### src/rtl/chacha_round_ctrl.sv
// Iterative ChaCha core: one quarter-round per cycle on a 16x32 working state.
// Define CHACHA_FINALIZE_EN to add the original state in FINAL (block function); otherwise the raw permutation is output.
module chacha_round_ctrl #(
   parameter int unsigned DEFAULT_DR = 10
) (
   input  logic         clk,
   input  logic         reset_n,
   input  logic         init,
   input  logic [4:0]   rounds,
   input  logic [511:0] state_in,
   output logic         ready,
   output logic [511:0] state_out,
   output logic         valid
);

   // state | meaning
   // IDLE  | waiting for init, last result (if any) held on state_out
   // ROUND | one quarter-round applied per cycle
   // FINAL | register result, raise valid, back to IDLE
   typedef enum logic [1:0] {IDLE, ROUND, FINAL} state_t;

   state_t      st, st_nxt;
   logic [31:0] w [16];
`ifdef CHACHA_FINALIZE_EN
   logic [31:0] orig [16];
`endif
   logic [2:0]  qr_ctr;
   logic [3:0]  dr_ctr;
   logic [3:0]  dr;
   logic [3:0]  dr_req;
   logic [3:0]  ia, ib, ic, id;
   logic [31:0] qa, qb, qc, qd;

   function automatic logic [31:0] rotl(input logic [31:0] x, input int unsigned n);
      return (x << n) | (x >> (32 - n));
   endfunction

   // rounds is an even round count; the shift drops bit 0
   assign dr_req = 4'(rounds >> 1);

   always_comb begin
      ia = 4'd0; ib = 4'd4; ic = 4'd8; id = 4'd12;
      case (qr_ctr)
         3'd0: begin ia = 4'd0; ib = 4'd4; ic = 4'd8;  id = 4'd12; end
         3'd1: begin ia = 4'd1; ib = 4'd5; ic = 4'd9;  id = 4'd13; end
         3'd2: begin ia = 4'd2; ib = 4'd6; ic = 4'd10; id = 4'd14; end
         3'd3: begin ia = 4'd3; ib = 4'd7; ic = 4'd11; id = 4'd15; end
         3'd4: begin ia = 4'd0; ib = 4'd5; ic = 4'd10; id = 4'd15; end
         3'd5: begin ia = 4'd1; ib = 4'd6; ic = 4'd11; id = 4'd12; end
         3'd6: begin ia = 4'd2; ib = 4'd7; ic = 4'd8;  id = 4'd13; end
         3'd7: begin ia = 4'd3; ib = 4'd4; ic = 4'd9;  id = 4'd14; end
         default: ;
      endcase
   end

   always_comb begin
      qa = w[ia];
      qb = w[ib];
      qc = w[ic];
      qd = w[id];
      qa = qa + qb; qd = rotl(qd ^ qa, 16);
      qc = qc + qd; qb = rotl(qb ^ qc, 12);
      qa = qa + qb; qd = rotl(qd ^ qa, 8);
      qc = qc + qd; qb = rotl(qb ^ qc, 7);
   end

   always_ff @(posedge clk or negedge reset_n) begin
      if (!reset_n) st <= IDLE;
      else          st <= st_nxt;
   end

   always_comb begin
      st_nxt = st;
      case (st)
         IDLE:    if (init) st_nxt = ROUND;
         ROUND:   if (qr_ctr == 3'd7 && dr_ctr == dr - 4'd1) st_nxt = FINAL;
         FINAL:   st_nxt = IDLE;
         default: st_nxt = IDLE;
      endcase
   end

   always_comb begin
      ready = (st == IDLE);
   end

   always_ff @(posedge clk or negedge reset_n) begin
      if (!reset_n) begin
         for (int i = 0; i < 16; i++) begin
            w[i] <= '0;
`ifdef CHACHA_FINALIZE_EN
            orig[i] <= '0;
`endif
         end
         qr_ctr    <= '0;
         dr_ctr    <= '0;
         dr        <= '0;
         valid     <= 1'b0;
         state_out <= '0;
      end else begin
         case (st)
            IDLE: begin
               if (init) begin
                  for (int i = 0; i < 16; i++) begin
                     w[i] <= state_in[511-32*i -: 32];
`ifdef CHACHA_FINALIZE_EN
                     orig[i] <= state_in[511-32*i -: 32];
`endif
                  end
                  dr     <= (dr_req == 4'd0) ? 4'(DEFAULT_DR) : dr_req;
                  qr_ctr <= '0;
                  dr_ctr <= '0;
                  valid  <= 1'b0;
               end
            end
            ROUND: begin
               for (int i = 0; i < 16; i++) begin
                  if      (4'(i) == ia) w[i] <= qa;
                  else if (4'(i) == ib) w[i] <= qb;
                  else if (4'(i) == ic) w[i] <= qc;
                  else if (4'(i) == id) w[i] <= qd;
               end
               qr_ctr <= qr_ctr + 3'd1;
               if (qr_ctr == 3'd7) dr_ctr <= dr_ctr + 4'd1;
            end
            FINAL: begin
               for (int i = 0; i < 16; i++) begin
`ifdef CHACHA_FINALIZE_EN
                  state_out[511-32*i -: 32] <= w[i] + orig[i];
`else
                  state_out[511-32*i -: 32] <= w[i];
`endif
               end
               valid <= 1'b1;
            end
            default: ;
         endcase
      end
   end

endmodule

### config.mk
export PLATFORM = sky130hd
export DESIGN_NAME = chacha_round_ctrl
export DESIGN_NICKNAME = d
export VERILOG_FILES = /design/src/rtl/chacha_round_ctrl.sv
export SDC_FILE = /design/constraint.sdc
export NUM_CORES = 2
export LEC_CHECK = 0
export ABC_AREA = 1
export CAP_MARGIN = 20
export CORE_MARGIN = 2
export CORE_UTILIZATION = 35
export DETAILED_ROUTE_END_ITERATION = 10
export PLACE_DENSITY_LB_ADDON = 0.12
export SYNTH_ARGS = -nofsm -noshare
export SYNTH_HDL_FRONTEND = slang
export SYNTH_SLANG_ARGS = --single-unit
### constraint.sdc
create_clock -name clk -period 14.6 [get_ports clk]
set_input_delay 2.92 -clock clk [delete_from_list [all_inputs] [get_ports clk]]
set_output_delay 2.92 -clock clk [all_outputs]
set_load 0.02 [all_outputs]
* Word-level counts from Yosys, hierarchy flattened
Memories as Yosys holds them, arrays and structs flattened.
Cells that the tools add are included.
W data, S select, Z words.
** Word-level totals
- Register bits after elaboration :: 1038
- Memory bits (read-only) :: 64
- Input port bits :: 520
- Logic and storage cells :: 248
- Memories kept :: 1
** Memory list
- (no name shown) :: words 8, width 8, rd ports 1, clocked after Yosys merged registers in 0, write ports 0, line 43 : case (qr_ctr)
** Operators by class
- Add/subtract/negate cells :: 7
- Magnitude comparators :: 4
- Equality and inequality tests :: 83
- Mux-type cells :: 89
- Bitwise logic cells :: 12
- Reduce and logical (&&, ||, !) cells :: 30
** Operators by type and width (count)
- $mux W32 :: 72
- $pmux W512 S2 :: 1
- $bmux W32 S4 :: 4
- $mux W512 :: 1
- $add A32 B32 Y32 :: 4
- $eq A4 B4 Y1 const A :: 32
- $xor A32 B32 Y32 :: 4
- $ne A5 B5 Y1 const B :: 16
- $eq A3 B4 Y1 const A :: 16
- $reduce_and A3 Y1 :: 17
- $eq A2 B4 Y1 const A :: 8
- $or A32 B12 Y32 :: 1
- $or A32 B16 Y32 :: 1
- $or A32 B7 Y32 :: 1
- $or A32 B8 Y32 :: 1
- $ge A5 B5 Y1 const B :: 4
- $logic_not A4 Y1 :: 5
- $not A4 Y5 :: 4
- $eq A1 B4 Y1 const A :: 4
- $mux W4 :: 3
- $pmux W4 S2 :: 1
- $reduce_and A2 Y1 :: 4
- $ne A2 B2 Y1 const B :: 3
- $pmux W3 S2 :: 1
- 15 further kinds :: 17

* Depth between registers and ports, before layout
An unclocked memory read counts as a cell.
- Word-level depth :: 20
- Depth in mapped cells :: 74

* Least setup slack after synthesis
No wires, ideal clock.
- Path kind :: reg-to-reg
- Start point :: register qr_ctr[0]
- End point :: register w[383] (netlist name)
- Data arrival time :: 10308 ps
- Required time :: 14461 ps
- Setup slack :: 4154 ps
- Stages on the path, launching flop included :: 69
- Path buffers :: 4
- Period minus slack after synthesis :: 10446 ps
- Cell sequence :: dfrtp_1 -> buf_2 -> inv_2 -> buf_2 -> buf_1 -> ha_1 -> inv_1 -> a21oi_1 -> nand2_4 -> inv_4 -> buf_6 -> a22oi_1 -> o221ai_1 -> inv_1 -> ha_1 -> fa_1 -> nand3_1 -> nand2_1 -> [33 not listed] -> nand2_1 -> nand2_1 -> and2_1 -> ha_1 -> inv_1 -> fa_1 -> nand3b_1 -> nand2_1 -> a21oi_1 -> o21ai_0 -> nand2_1 -> nand2_1 -> a21oi_1 -> o21ai_0 -> xor2_1 -> nand2_1 -> nand3_1 -> a22oi_1
** On the way
- Word-level cells in the longest chain between the ends :: 20
- Elaborated cells between the ends (all ways) :: 40
** RTL lines
- start: declaration :: line 27 : logic [2:0] qr_ctr;
- start signal: assignment :: line 122 : qr_ctr <= qr_ctr + 3'd1;
- $mem_v2 Z8 W8 (*)
- $not A4 Y5, on equally long branches :: line 57, 58
- $bmux W32 S4, on equally long branches :: line 57, 58
- $mux W32, on equally long branches (2 in series) :: line 57, 58
- $add A32 B32 Y32 :: line 61 : qa = qa + qb; qd = rotl(qd ^ qa, 16);
- $xor A32 B32 Y32 :: line 61
- $or A32 B16 Y32 :: line 35 : return (x << n) | (x >> (32 - n));
- $add A32 B32 Y32 :: line 62 : qc = qc + qd; qb = rotl(qb ^ qc, 12);
- [3 not listed]
- $xor A32 B32 Y32 :: line 63 : qa = qa + qb; qd = rotl(qd ^ qa, 8);
- $or A32 B8 Y32 :: line 35
- $add A32 B32 Y32 :: line 64 : qc = qc + qd; qb = rotl(qb ^ qc, 7);
- $xor A32 B32 Y32 :: line 64
- $or A32 B7 Y32 :: line 35
- $mux W32 :: line 118 : else if (4'(i) == ib) w[i] <= qb;
- $mux W32 :: line 117 : if (4'(i) == ia) w[i] <= qa;
- $pmux W512 S2 :: line 100 : case (st)
- end signal: indexed assignment :: line 117
- end signal: indexed assignment :: line 118
- end signal: indexed assignment :: line 119 : else if (4'(i) == ic) w[i] <= qc;
- end: declaration :: line 23 : logic [31:0] w [16];
Every way passes the cells marked *; elsewhere a longest branch is shown, timed or not. The select of a mux whose other input is x is not followed.
A chain may end at the register's enable or synchronous reset.

* Worst setup path in the final report
- Start point :: register qr_ctr[0]
- End point :: register w[381] (netlist name)
The elaborated chain is that of the path after synthesis.

==> flow_metrics.py <==
metrics = {
    "cts": {
        "cts_hold_buf": 0,
        "clk_path_buf_depth": 3,
        "cts_buffers": 115,
        "htreeDepth": 3,
        "path_clk_slew_ns": 0.06,
        "tritoncts": "built",
        "cts_root_buffer": "clkbuf_16",
        "insertion_delay_ns": 0.78,
        "cts.sinks": 1038,
    },
    "floorplan": {
        "initial_utilization_pct": 35.1,
        "core_area_sq_mm": 0.156,
        "die_x_microns": 400,
        "num_io_pins": 1034,
        "num_rows": 145,
        "die_y_microns": 400,
        "dieArea_sq_mm": 0.160,
    },
    "sta": {
        "skew_ns": 0.0526,
        "fmax_mhz": 70.9,
        "slew-limit-headroom_pct": 12.9,
        "rsz0062_at_grt": "no",
        "min_period_ns": 14.11,
        "finalCritPeriodShare_pct": 96.6,
        "hold_viol": 0,
        "final-max-slew-violation-count": 0,
        "finalSetupViolations": 0,
        "worstMarginPinSlew_ns": 1.30,
        "fin_tns_setup_ns": 0,
    },
    "route": {
        "drc": 0,
        "wl_per_cell_microns": 29.0,
        "routed_wirelength_microns": 277000,
        "dr.pass1.iters": 8,
        "ant_nets": 0,
        "vias": 52900,
        "vias_per_cell": 5.53,
        "first_iter_violations": 4741,
    },
    "logic_synthesis": {
        "ys_ff_latch": 1038,
        "synthCells": 6440,
        "yosysWarnings": 0,
        "syn-num-nets": 7097,
        "yosysSeqAreaShare_pct": 47.4,
        "synth_area_per_cell_sq_um": 8.50,
        "synth_flop_cell": "dfrtp_1",
        "synth.distinct_cells": 69,
        "ys_async_sr_fraction_pct": 100,
        "synth_area_sq_mm": 0.0548,
        "synth_edf_count": 0,
    },
    "setup_path": {
        "worstSetupStartpoint": "qr_ctr[0]",
        "required_ns": 15.25,
        "r2r-start": "qr_ctr[0]",
        "cp.arrival_ns": 14.76,
        "path_common_cell": "nand2_1",
        "cp_max_fo": 16,
        "cp-end-kind": "flip-flop",
        "cpPeakStageDelay_ns": 1.00,
        "cp_slowest_cell": "o221ai_1",
        "crit_type": "flip-flop to flip-flop",
        "startpoint_type": "flip-flop",
    },
    "cells_and_area": {
        "area_growth_pct": 30.4,
        "multi_input_area_sq_mm": 0.0252,
        "nets": 8038,
        "fillers": 15500,
        "seqCellArea_sq_mm": 0.0260,
        "drive_above_1_share_pct": 8.80,
    },
    "hold_path": {
        "hold_path.class": "flip-flop to flip-flop",
        "hp-start": "state_out[307]",
    },
    "global_route": {
        "antenna_found_initial": 52,
        "grt_start_max_net_pins": 219,
        "first_global_vias": 50800,
        "grt_usage_pct": 33.7,
        "grt_pass1_wl_microns": 383000,
        "grt_overflow": 0,
    },
    "placed_design": {
        "io_buffers": 1032,
        "gp_congestion": 1.06,
        "dp_hpwl_microns": 215000,
    },
    "outcome": {
        "status": "complete, no violations",
    },
    "flow_run": {
        "max_cap_violations": 0,
    },
}
==> metrics by stage <==
stage	hold WS (ns)	utilization [%]	area (sq um)	cells	setup WS (ns)
5_1_grt	0.502	45.8	71400	9565	0.0113
4_1_cts	0.487	45.7	71300	9525	0.738
3_3_place_gp	0.456	43.3	67500	9319	0.780
6_report	0.483	45.8	71400	9570	0.491
3_5_place_dp	0.472	43.3	67500	9320	0.784
2_1_floorplan	0.461	-	54800	6440	4.15
==> layout make-up <==
| class | instances | area share (%) |
|---|---|---|
| flip-flops and latches | 1038 | 36.4 |
| multi-input cells | 4427 | 35.2 |
| repair buffers | 1155 | 15.9 |
| clock buffers | 170 | 4.65 |
| well taps | 2058 | 3.61 |
| inverters | 644 | 3.41 |
| clock inverters | 35 | 0.639 |
| diodes | 43 | 0.151 |
==> kinds of logic (layout without fill, tap and decap cells) <==
logic type,Yosys count,in the layout,synth area share [%]
other cells,0,43,0
fa+ha+maj,137,137,3.19
xor+xnor,147,147,2.54
compound gates,1838,1838,20.0
buf+inv,975,2004,6.87
mux,216,216,4.44
simple gates,2089,2089,15.5
flops,1038,1038,47.4
==> worst max-delay path: cells and delay by family, from the launching register on <==
kind / cells / cell delay, ns
AOI/OAI and AO/OA: 17 / 5.05
xor gates and xnor gates: 3 / 1.19
adders and majority gates: 6 / 2.38
buffers and inverters: 8 / 1.34
DFF: 1 / 0.55
and+or+nand+nor: 24 / 3.44
==> metal layers <==
metal	GRT usage [%]	share of wire [%]	vias up
met5	0	0.035	-
li1	-	-	23800
met3	6.12	7.2	410
met1	44.1	41	26500
met2	54.0	47	2242
met4	15.7	4.7	14
==> cells in the final DEF, fill, tap and decap left out, types with 9 or more instances in the layout <==
master,n
nand2_1,1268
dfrtp_1,1037
clkdlybuf4s50_1,1031
a21oi_1,714
inv_1,622
o21ai_0,468
nor2_1,452
a22oi_1,265
nand3_1,222
mux2_2,215
ha_1,133
clkbuf_16,115
buf_4,113
a31oi_1,96
xor2_1,87
o22ai_1,80
xnor2_1,46
diode_2,43
o221ai_1,42
clkbuf_1,31
clkbuf_8,24
nor3_1,23
a21o_1,21
a221oi_1,21
nand3b_1,19
inv_2,18
o21a_1,18
o211ai_1,18
a221oi_2,18
or2_2,18
clkinv_2,17
o21ai_1,16
nand4_1,16
nor2_4,15
and2_1,13
nor2_2,11
buf_12,10
o21bai_1,9
xnor2_2,9
==> sequential cells by signal, summed over array words and instances (netlist names) <==
name       flops
st             2
valid          1
qr_ctr         3
w            512
dr_ctr         4
state_out    512
dr             4
==> path summary, 6_finish.rpt <==
| check | end | slack [ns] | depth (start not counted) |
|---|---|---|---|
| worst max-delay path | w[381] | 0.49 | 58 |
| worst min-delay path | state_out[307] | 0.48 | 2 |
| worst max register to register | w[381] | 0.49 | 58 |
| worst min register to register | state_out[307] | 0.48 | 2 |
| max in group asynchronous | w[397] | 9.45 | 4 |
| min in group asynchronous | state_out[308] | 2.20 | 1 |
==> synthesized netlist by cell type, drive strengths merged, types with 92 or more instances <==
cell | number | share of area, %
nand3 | 226 | 2.1
xor2 | 92 | 1.5
ha | 133 | 3.0
mux2 | 215 | 4.4
nand2 | 1281 | 8.9
a21oi | 715 | 6.5
clkbuf | 282 | 1.9
nor2 | 478 | 3.3
o21ai | 494 | 4.6
dfrtp | 1038 | 47
a31oi | 96 | 1.1
a22oi | 268 | 3.7
inv | 638 | 4.4
==> what timing repair did <==
action | CTS | global route
setup endpoints to repair | 0 | 4
gates resized for setup | 0 | 2
buffers inserted | 0 | 0
Power is left out: the tool's default activity adds up to more than one toggle a clock period on the data nets, which glitch-free logic cannot reach.
